`config.mk`:
```
export PLATFORM = sky130hd
export DESIGN_NAME = emap_row_writer
export DESIGN_NICKNAME = d
export VERILOG_FILES = /design/src/rtl/emap_row_writer_pkg.sv /design/src/rtl/emap_row_writer.sv
export SDC_FILE = /design/constraint.sdc
export NUM_CORES = 1
export LEC_CHECK = 0
export CAP_MARGIN = 0
export CORE_MARGIN = 2
export CORE_UTILIZATION = 59
export CTS_CLUSTER_DIAMETER = 50
export DETAILED_ROUTE_END_ITERATION = 12
export PLACE_DENSITY = 0.94
export SYNTH_ARGS = -nofsm -noshare
export SYNTH_HDL_FRONTEND = slang
export SYNTH_SLANG_ARGS = --single-unit
```
`constraint.sdc`:
```
create_clock -name clk -period 5.8 [get_ports clk]
set_input_delay 0.58 -clock clk [delete_from_list [all_inputs] [get_ports clk]]
set_output_delay 0.58 -clock clk [all_outputs]
set_load 0.005 [all_outputs]
```
`src/rtl/emap_row_writer_pkg.sv`:
```
// ---------------------------------------------------------------------------
// emap_row_writer_pkg
//   Shared element-map definitions. The row writer and the gather side both
//   use these, so the memory geometry stays in one place.
//   - emap_state_e        : job state enumeration (IDLE/COLLECT/FLUSH/DONE)
//   - EMAP_ELEMENT_WIDTH  : default width of one vector element
//   - EMAP_NO_OF_UNITS    : default number of elements per memory row
//   - EMAP_ADDRESS_WIDTH  : default memory row address width
// ---------------------------------------------------------------------------
package emap_row_writer_pkg;

    localparam int EMAP_ELEMENT_WIDTH = 32;
    localparam int EMAP_NO_OF_UNITS   = 8;
    localparam int EMAP_ADDRESS_WIDTH = 20;

    typedef enum logic [1:0] {
        S_IDLE    = 2'd0,
        S_COLLECT = 2'd1,
        S_FLUSH   = 2'd2,
        S_DONE    = 2'd3
    } emap_state_e;

    // Width of a slot index; at least one bit so a one-slot row still works.
    function automatic int emap_slot_w(input int units);
        return (units > 1) ? $clog2(units) : 1;
    endfunction

endpackage

```
`src/rtl/emap_row_writer.sv`:
```
// ---------------------------------------------------------------------------
// emap_row_writer
//   Packs a stream of result elements into element-map memory rows. Each
//   accepted element lands in the next slot of the row being collected
//   (slot 0 in the MSBs). When the row fills, or the job's last element
//   arrives, the row is registered and written one cycle later at
//   base_address + row index. Collection continues without a stall while
//   the previous row is being written.
//
//   Ports
//     clk, reset      : clock, synchronous active-high reset
//     start           : one-cycle pulse starting a job (ignored while busy)
//     base_address    : first row address, sampled on start
//     no_of_elements  : job length in elements, sampled on start
//     data_in/valid   : element stream; accepted when data_valid && in_ready
//     in_ready        : high every cycle of the COLLECT state
//     write_enable    : one-cycle row write strobe
//     write_address   : row address for the write
//     input_data      : packed row for the write
//     busy            : high from start acceptance through the done cycle
//     done            : one-cycle pulse ending the job
//
//   Build option
//     EMAP_ROW_WRITER_ZERO_FILL_EN : when defined, the collect buffer is
//     cleared at every row start so unfilled slots of a final partial row
//     are written as zero. When undefined, the buffer is only cleared by
//     reset and unfilled slots carry the previous row's contents.
// ---------------------------------------------------------------------------
module emap_row_writer
    import emap_row_writer_pkg::*;
#(
    parameter int element_width = EMAP_ELEMENT_WIDTH,
    parameter int no_of_units   = EMAP_NO_OF_UNITS,
    parameter int address_width = EMAP_ADDRESS_WIDTH
) (
    input  logic                                 clk,
    input  logic                                 reset,
    input  logic                                 start,
    input  logic [address_width-1:0]             base_address,
    input  logic [31:0]                          no_of_elements,
    input  logic [element_width-1:0]             data_in,
    input  logic                                 data_valid,
    output logic                                 in_ready,
    output logic                                 write_enable,
    output logic [address_width-1:0]             write_address,
    output logic [no_of_units*element_width-1:0] input_data,
    output logic                                 busy,
    output logic                                 done
);

    localparam int ROW_W  = no_of_units * element_width;
    localparam int SLOT_W = emap_slot_w(no_of_units);
    localparam logic [SLOT_W-1:0] LAST_SLOT = SLOT_W'(no_of_units - 1);

    emap_state_e                r_state;
    emap_state_e                w_state_next;
    logic [31:0]                r_n;          // job length
    logic [31:0]                r_count;      // elements accepted so far
    logic [SLOT_W-1:0]          r_slot;       // next slot to fill
    logic [address_width-1:0]   r_row_addr;   // address of the row being collected
    logic [ROW_W-1:0]           r_row;        // collect buffer
    logic                       r_we;
    logic [address_width-1:0]   r_waddr;
    logic [ROW_W-1:0]           r_wdata;

    logic                       w_accept;
    logic                       w_last;
    logic                       w_row_full;
    logic [ROW_W-1:0]           w_row_next;

    assign w_accept   = data_valid && (r_state == S_COLLECT);
    assign w_last     = w_accept && (r_count == (r_n - 32'd1));
    assign w_row_full = w_accept && (r_slot == LAST_SLOT);

    // Collect buffer with the incoming element merged into its slot; this is
    // what gets registered for the write when the row closes.
    always_comb begin
        w_row_next = r_row;
        if (w_accept) begin
            for (int s = 0; s < no_of_units; s++) begin
                if (SLOT_W'(s) == r_slot)
                    w_row_next[(no_of_units-s)*element_width-1 -: element_width] = data_in;
            end
        end
    end

    // Next-state and state-decoded outputs.
    always_comb begin
        w_state_next = r_state;
        in_ready     = 1'b0;
        busy         = 1'b0;
        done         = 1'b0;
        case (r_state)
            S_IDLE: begin
                if (start)
                    w_state_next = (no_of_elements == 32'd0) ? S_DONE : S_COLLECT;
            end
            S_COLLECT: begin
                in_ready = 1'b1;
                busy     = 1'b1;
                if (w_last)
                    w_state_next = S_FLUSH;
            end
            S_FLUSH: begin
                busy         = 1'b1;
                w_state_next = S_DONE;
            end
            S_DONE: begin
                busy         = 1'b1;
                done         = 1'b1;
                w_state_next = S_IDLE;
            end
            default: w_state_next = S_IDLE;
        endcase
    end

    always_ff @(posedge clk) begin
        if (reset) begin
            r_state    <= S_IDLE;
            r_n        <= '0;
            r_count    <= '0;
            r_slot     <= '0;
            r_row_addr <= '0;
            r_row      <= '0;
            r_we       <= 1'b0;
            r_waddr    <= '0;
            r_wdata    <= '0;
        end else begin
            r_state <= w_state_next;
            r_we    <= 1'b0;

            if (r_state == S_IDLE && start) begin
                r_n        <= no_of_elements;
                r_count    <= '0;
                r_slot     <= '0;
                r_row_addr <= base_address;
            end

            if (w_accept) begin
                r_count <= r_count + 32'd1;
                if (w_row_full || w_last) begin
                    // Close the row: hand it to the write register and keep
                    // collecting into the buffer on the very next cycle.
                    r_we       <= 1'b1;
                    r_waddr    <= r_row_addr;
                    r_wdata    <= w_row_next;
                    r_row_addr <= r_row_addr + address_width'(1);
                    r_slot     <= '0;
`ifdef EMAP_ROW_WRITER_ZERO_FILL_EN
                    r_row      <= '0;
`else
                    r_row      <= w_row_next;
`endif
                end else begin
                    r_slot <= r_slot + SLOT_W'(1);
                    r_row  <= w_row_next;
                end
            end
        end
    end

    assign write_enable  = r_we;
    assign write_address = r_waddr;
    assign input_data    = r_wdata;

endmodule

```
# --- Yosys cells after proc, flatten, opt, wreduce, memory -nomap -nowiden ---
# Index checks and enable logic that the tools add are counted.
word_totals:
  latchBits: 0
  ramBits: 0
  mem_count: 0
  reg_bits: 622
  mem_bits_ro: 0
classes:
  bitwise_logic: 1
  reduce_logical: 13
  n_addsub: 4
  n_lt_le_gt_ge: 0
  n_eq_ne: 14
  n_div: 0
  mux: 24
  n_mul: 0
  shift: 0
op_table:
  columns: ["cell", "count"]
  rows:
  - ["32-bit two-way mux", 10]
  - ["20-bit two-way mux", 3]
  - ["32-bit by 1-bit adder with 32-bit output (second input constant)", 1]
  - ["32-bit == test", 1]
  - ["32-bit logical NOT", 1]
  - ["32-bit by 1-bit subtractor with 32-bit output (second input constant)", 1]
  - ["20-bit by 1-bit adder with 20-bit output (second input constant)", 1]
  - ["3-bit == test (first input constant)", 4]
  - ["3-bit two-way mux", 3]
  - ["2-bit case mux with 4 select lines", 1]
  - ["2-bit by 3-bit == test with 1-bit output (first input constant)", 2]
  - ["2-bit two-way mux", 3]
  - ["2-bit == test (second input constant)", 2]
  - ["1-bit logical AND", 4]
  - ["1-bit two-way mux", 4]
  - ["2-bit != test (second input constant)", 2]
  - ["2-bit AND reduction", 2]
  - ["3-bit by 1-bit adder with 3-bit output (second input constant)", 1]
  - ["1-bit by 3-bit == test with 1-bit output (first input constant)", 1]
  - ["3-bit == test (second input constant)", 1]
  - ["3-bit logical NOT", 1]
  - ["3-bit OR reduction", 1]
  - ["2-bit by 1-bit == test with 1-bit output (second input constant)", 1]
  - ["2-bit logical NOT", 1]
  - ["4 further kinds", 4]

# --- Logic depth before layout (Yosys ltp) ---
logic_depth:
  ltp_word: 6
  ltp_mapped: 16
  mapped_depth_nobuf: 11

# --- Least setup slack after synthesis ---
# Ideal clock, no wire load.
synth_timing:
  path_kind: "register to register"
  from: "register r_n[16]"
  to: "register r_row_addr[13]"
  setup_slack_ps: 2556
  t_arrival_ps: 3170
  stages_incl_launch_ff: 12
  period_less_slack_ps: 3244
  required_ps: 5726
  path_cell_list: "dfxtp_1 > buf_2 > or4_4 > or2_1 > nor3_2 > nor4b_2 > xnor2_1 > or4b_4 > o21ai_4 > buf_2 > mux2_2 > a31oi_1"
synth_via:
  elab_chain_cells: 6
synth_rtl:
  columns: ["item", "line_no", "text"]
  rows:
  - ["from (decl)", "emap_row_writer.sv:57", "logic [31:0] r_n;"]
  - ["from (signal assigned)", "emap_row_writer.sv:133", "r_n <= no_of_elements;"]
  - ["32-bit by 1-bit subtractor with 32-bit output", "emap_row_writer.sv:72", "assign w_last = w_accept && (r_count == (r_n - 32'd1));"]
  - ["32-bit == test", "emap_row_writer.sv:72", null]
  - ["1-bit logical AND", "emap_row_writer.sv:72", null]
  - ["1-bit logical OR", "emap_row_writer.sv:141", "if (w_row_full || w_last) begin"]
  - ["20-bit two-way mux", "emap_row_writer.sv:141", null]
  - ["20-bit two-way mux", "emap_row_writer.sv:139", "if (w_accept) begin"]
  - ["to (signal assigned)", "emap_row_writer.sv:136", "r_row_addr <= base_address;"]
  - ["to (signal assigned)", "emap_row_writer.sv:147", "r_row_addr <= r_row_addr + address_width'(1);"]
  - ["to (decl)", "emap_row_writer.sv:60", "logic [address_width-1:0] r_row_addr;"]
# No other way between the ends.
# A chain may end at the register's enable or synchronous reset.

# --- Worst setup path after layout ---
layout_timing:
  from: "register r_n[2]"
  to: "register r_wdata[142], in the netlist input_data[142]"
layout_via:
  elab_chain_cells: 5
layout_rtl:
  columns: ["item", "line_no", "text"]
  rows:
  - ["32-bit by 1-bit subtractor with 32-bit output", "emap_row_writer.sv:72", null]
  - ["32-bit == test", "emap_row_writer.sv:72", null]
  - ["1-bit logical AND", "emap_row_writer.sv:72", null]
  - ["1-bit logical OR", "emap_row_writer.sv:141", null]
  - ["2-bit AND reduction (no line)", null, null]
  - ["to (signal assigned)", "emap_row_writer.sv:146", "r_wdata <= w_row_next;"]
  - ["to (decl)", "emap_row_writer.sv:64", "logic [ROW_W-1:0] r_wdata;"]
# No other way between the ends.

==> run_results.csv <==
group,metric,value,unit
clock_tree,cts.reportedPaths.clkPinSlew,0.06,ns
timing,fin_skew,0.03324,ns
clock_tree,postCtsSetupBuffers,0,
flow_run,maxCapViolCount,0,
timing,min_period,4.437,ns
detailed_routing,postRouteAntennaNets,0,
power,p_switching,2.696,mW
final_layout,nFillCells,3060,
critical_path,reg2reg_from,"r_n[2]",
final_layout,area_growth,20.54,%
critical_path,path_class,"reg -> reg",
floorplanning,fp.dieArea,0.04690,sq mm
critical_path,r2r-end,"input_data[142]",
detailed_routing,routed_wl,82.82,mm
synthesis,seq_area_frac_synth,0.4671,
detailed_routing,vias,25050,
critical_path,worst-path-max-fanout,77,
clock_tree,ctsLongestPathBuffers,3,
power,p_seq_frac,0.454,
timing,worst_pin_slew,1.119,ns
final_layout,final_common_cell,"nand2_1",
clock_tree,cts_sinks,622,
timing,slew_viol_final,0,
min_path,holdCritPathClass,"reg -> reg",
global_routing,gr-total-overflow,0,
placed_design,dp_slack,1.544,ns
timing,max_slew_margin,0.2542,
min_path,min_path_cells,2,
run_status,status,"finished clean",
power,combinationalPowerShare,0.132,
timing,finalSetupViolations,0,
detailed_routing,viasPerCell,6.199,
synthesis,syn_avg_cell_area,8.152,sq um
global_routing,antenna_found_initial,0,
synthesis,yosys_register_bits,622,
min_path,min-delay-start,"r_row[65]",
detailed_routing,drtPass1Iterations,7,
synthesis,synthCells,3270,
power,vdd_drop_max,0.2655,mV
synthesis,netlist_area,0.02666,sq mm
power,pwr-share-clk,0.414,
critical_path,r2r_slack,1.36,ns
global_routing,grt.total_usage,0.3408,
floorplanning,die_w,216.6,um
detailed_routing,drt_iter0_markers,2965,
synthesis,synth_edf_count,0,
timing,fmaxAchievable,225.4,MHz
floorplanning,start_util,0.6002,
floorplanning,core,0.04441,sq mm
power,powerDensity,308.7,mW/mm^2
placed_design,post-dp-hpwl,49.62,mm
power,netSwitchingFraction,0.2718,
clock_tree,clockRootBuffer,"clkbuf_16",
clock_tree,cts_tree,"done",
min_path,hold-path-endpoint,"r_row[65]",
floorplanning,row_count,77,
timing,fin_tns_setup,0,ns
floorplanning,die_h,216.6,um
critical_path,start_kind,"register",
synthesis,synth-async-reset-ratio,0,
synthesis,synthFlopType,"dfxtp_1",
synthesis,yosysWarnings,0,
clock_tree,cts_hold_repair.buffers,0,
timing,timing.final.ws_setup,1.363,ns
final_layout,final_nets,3501,
power,leakage,9.852,nW
timing,post-route-period-util,0.7650,
critical_path,required,6.30,ns
clock_tree,numCtsBuffers,60,
global_routing,grt_max_degree,248,
global_routing,grt_pass1_vias,23700,
synthesis,synth_cell_types,66,
detailed_routing,wire_per_inst,20.50,um
critical_path,ff2ff_path_depth,11,
placed_design,port_buffers,367,
critical_path,arrival,4.94,ns
clock_tree,clock_latency,0.65,ns
timing,finalHoldViolCount,0,
clock_tree,cts-htree-levels,2,
detailed_routing,route.detailed.drc,0,
synthesis,synth_nets,3372,
global_routing,grt_pass1_wl,128.1,mm
floorplanning,pin_count,368,
placed_design,place.gp.congestion,0.8916,
clock_tree,cts_resized,0,
final_layout,mostFrequentLayoutCells,"750 x nand2_1, 621 x dfxtp_1, 366 x clkdlybuf4s50_1, 328 x nor2_1, 319 x a21oi_1",
final_layout,diodes,0,
critical_path,endpoint_kind,"register",
final_layout,final_layout_size_suffix_gt1_frac,0.06002,
timing,rsz0062_at_grt,"false",
power,p_int,7.224,mW
==> cell usage after synthesis, types with 3 or more instances <==
cell,number,area [sq um]
or4b_2,11,110.1
xnor2_1,31,271.5
nor3b_1,6,45.04
buf_2,35,175.2
dfxtp_1,622,12450
nand3b_1,9,67.56
clkbuf_1,228,855.8
or3_1,11,68.82
o311ai_0,4,35.03
a31oi_1,25,156.4
nor3_1,21,105.1
a22oi_1,5,37.54
a21oi_1,319,1597
xor2_1,6,52.55
buf_4,29,217.7
nor2b_1,8,50.05
nor4_1,20,125.1
nor2_1,331,1242
mux2i_1,187,1872
and4_1,3,26.28
or4_1,4,30.03
mux2_2,19,214.0
or3b_2,12,105.1
and2_1,7,43.79
a311oi_1,103,902.1
and3_1,11,68.82
nand3_1,131,655.6
buf_1,39,146.4
nand4_1,6,37.54
nand2_1,753,2826
o211ai_1,7,52.55
inv_1,14,52.55
nand2b_1,10,62.56
ha_1,14,175.2
a211oi_1,165,1239
o21ai_0,23,115.1
or2_2,7,43.79
==> worst max path at each step <==
stage / slack, ns / endpoint / start
2_1_floorplan: 2.56 / r_row_addr[13] / r_n[16]
3_3_place_gp: 1.65 / input_data[51] / r_n[2]
3_5_place_dp: 1.54 / input_data[34] / r_n[2]
4_1_cts: 1.45 / input_data[74] / r_n[2]
5_1_grt: 0.94 / input_data[52] / r_n[2]
6_report: 1.36 / input_data[142] / r_n[2]
==> area by class of cell <==
| type | count | area, sq um | share of cell area |
|---|---|---|---|
| multi-input cells | 2302 | 12820 | 0.3989 |
| repair buffers | 399 | 3981 | 0.1239 |
| inverters | 14 | 52.55 | 0.001636 |
| flip-flops and latches | 622 | 12460 | 0.3877 |
| clock inverters | 25 | 340.3 | 0.01059 |
| well taps | 592 | 740.7 | 0.02305 |
| clock buffers | 87 | 1743 | 0.05424 |
==> sequential cells by signal, indices dropped and copies added (netlist names) <==
| register | flops |
|---|---|
| input_data | 256 |
| r_slot | 3 |
| r_row_addr | 20 |
| write_enable | 1 |
| r_state | 2 |
| write_address | 20 |
| r_row | 256 |
| r_n | 32 |
| r_count | 32 |
==> stage by stage <==
| step | power (mW) | cell area [sq um] | util | hold slack (ns) | std cells |
|---|---|---|---|---|---|
| floorplan | 5.493 | 26660 | - | 0.4357 | 3270 |
| global placement | 5.839 | 30050 | 0.6765 | 0.4402 | 3929 |
| detailed placement | 5.869 | 30050 | 0.6765 | 0.4458 | 3929 |
| CTS | 9.900 | 32130 | 0.7234 | 0.4541 | 4041 |
| global route | 10.25 | 32130 | 0.7234 | 0.4668 | 4041 |
| finish | 9.920 | 32130 | 0.7234 | 0.4534 | 4041 |
==> logic make-up after synthesis <==
kind of cell,Yosys count,share of synthesized area
flip-flops,622,0.4671
AO/OA/AOI/OAI,672,0.1617
multiplexers,206,0.07825
AND/OR/NAND/NOR,1373,0.2195
adder cells (fa/ha/maj),14,0.006572
buffers and inverters,346,0.05473
XOR/XNOR,37,0.01216
==> power groups by stage <==
stage / logic, mW / registers (mW) / clock network [mW]
after CTS: 1.29 / 4.50 / 4.11
final: 1.31 / 4.51 / 4.11
after global routing: 1.43 / 4.52 / 4.31
after floorplan: 0.943 / 4.55 / 0
after global placement: 1.25 / 4.59 / 0
after detailed placement: 1.27 / 4.60 / 0
==> routing by layer <==
layer / track usage / up-vias / part of all wire
met5: 0 / - / 0
met4: 0.1884 / 0 / 0.054
met3: 0.07158 / 314 / 0.099
met2: 0.5485 / 1349 / 0.46
met1: 0.4275 / 11880 / 0.39
li1: - / 11500 / -
==> critical path, cell delays in order, from the launching register on <==
cell      delay [ns]
dfxtp_1         0.39
nor4_4          0.52
nand4b_1        0.36
nor3_1          0.42
mux2i_1         0.23
a21oi_1         0.06
or4b_4          0.54
o21ai_4         0.20
buf_4           0.42
buf_4           0.66
nor2_1          0.08
a211oi_1        0.34
Note: power is estimated with default switching activity, not from simulation.
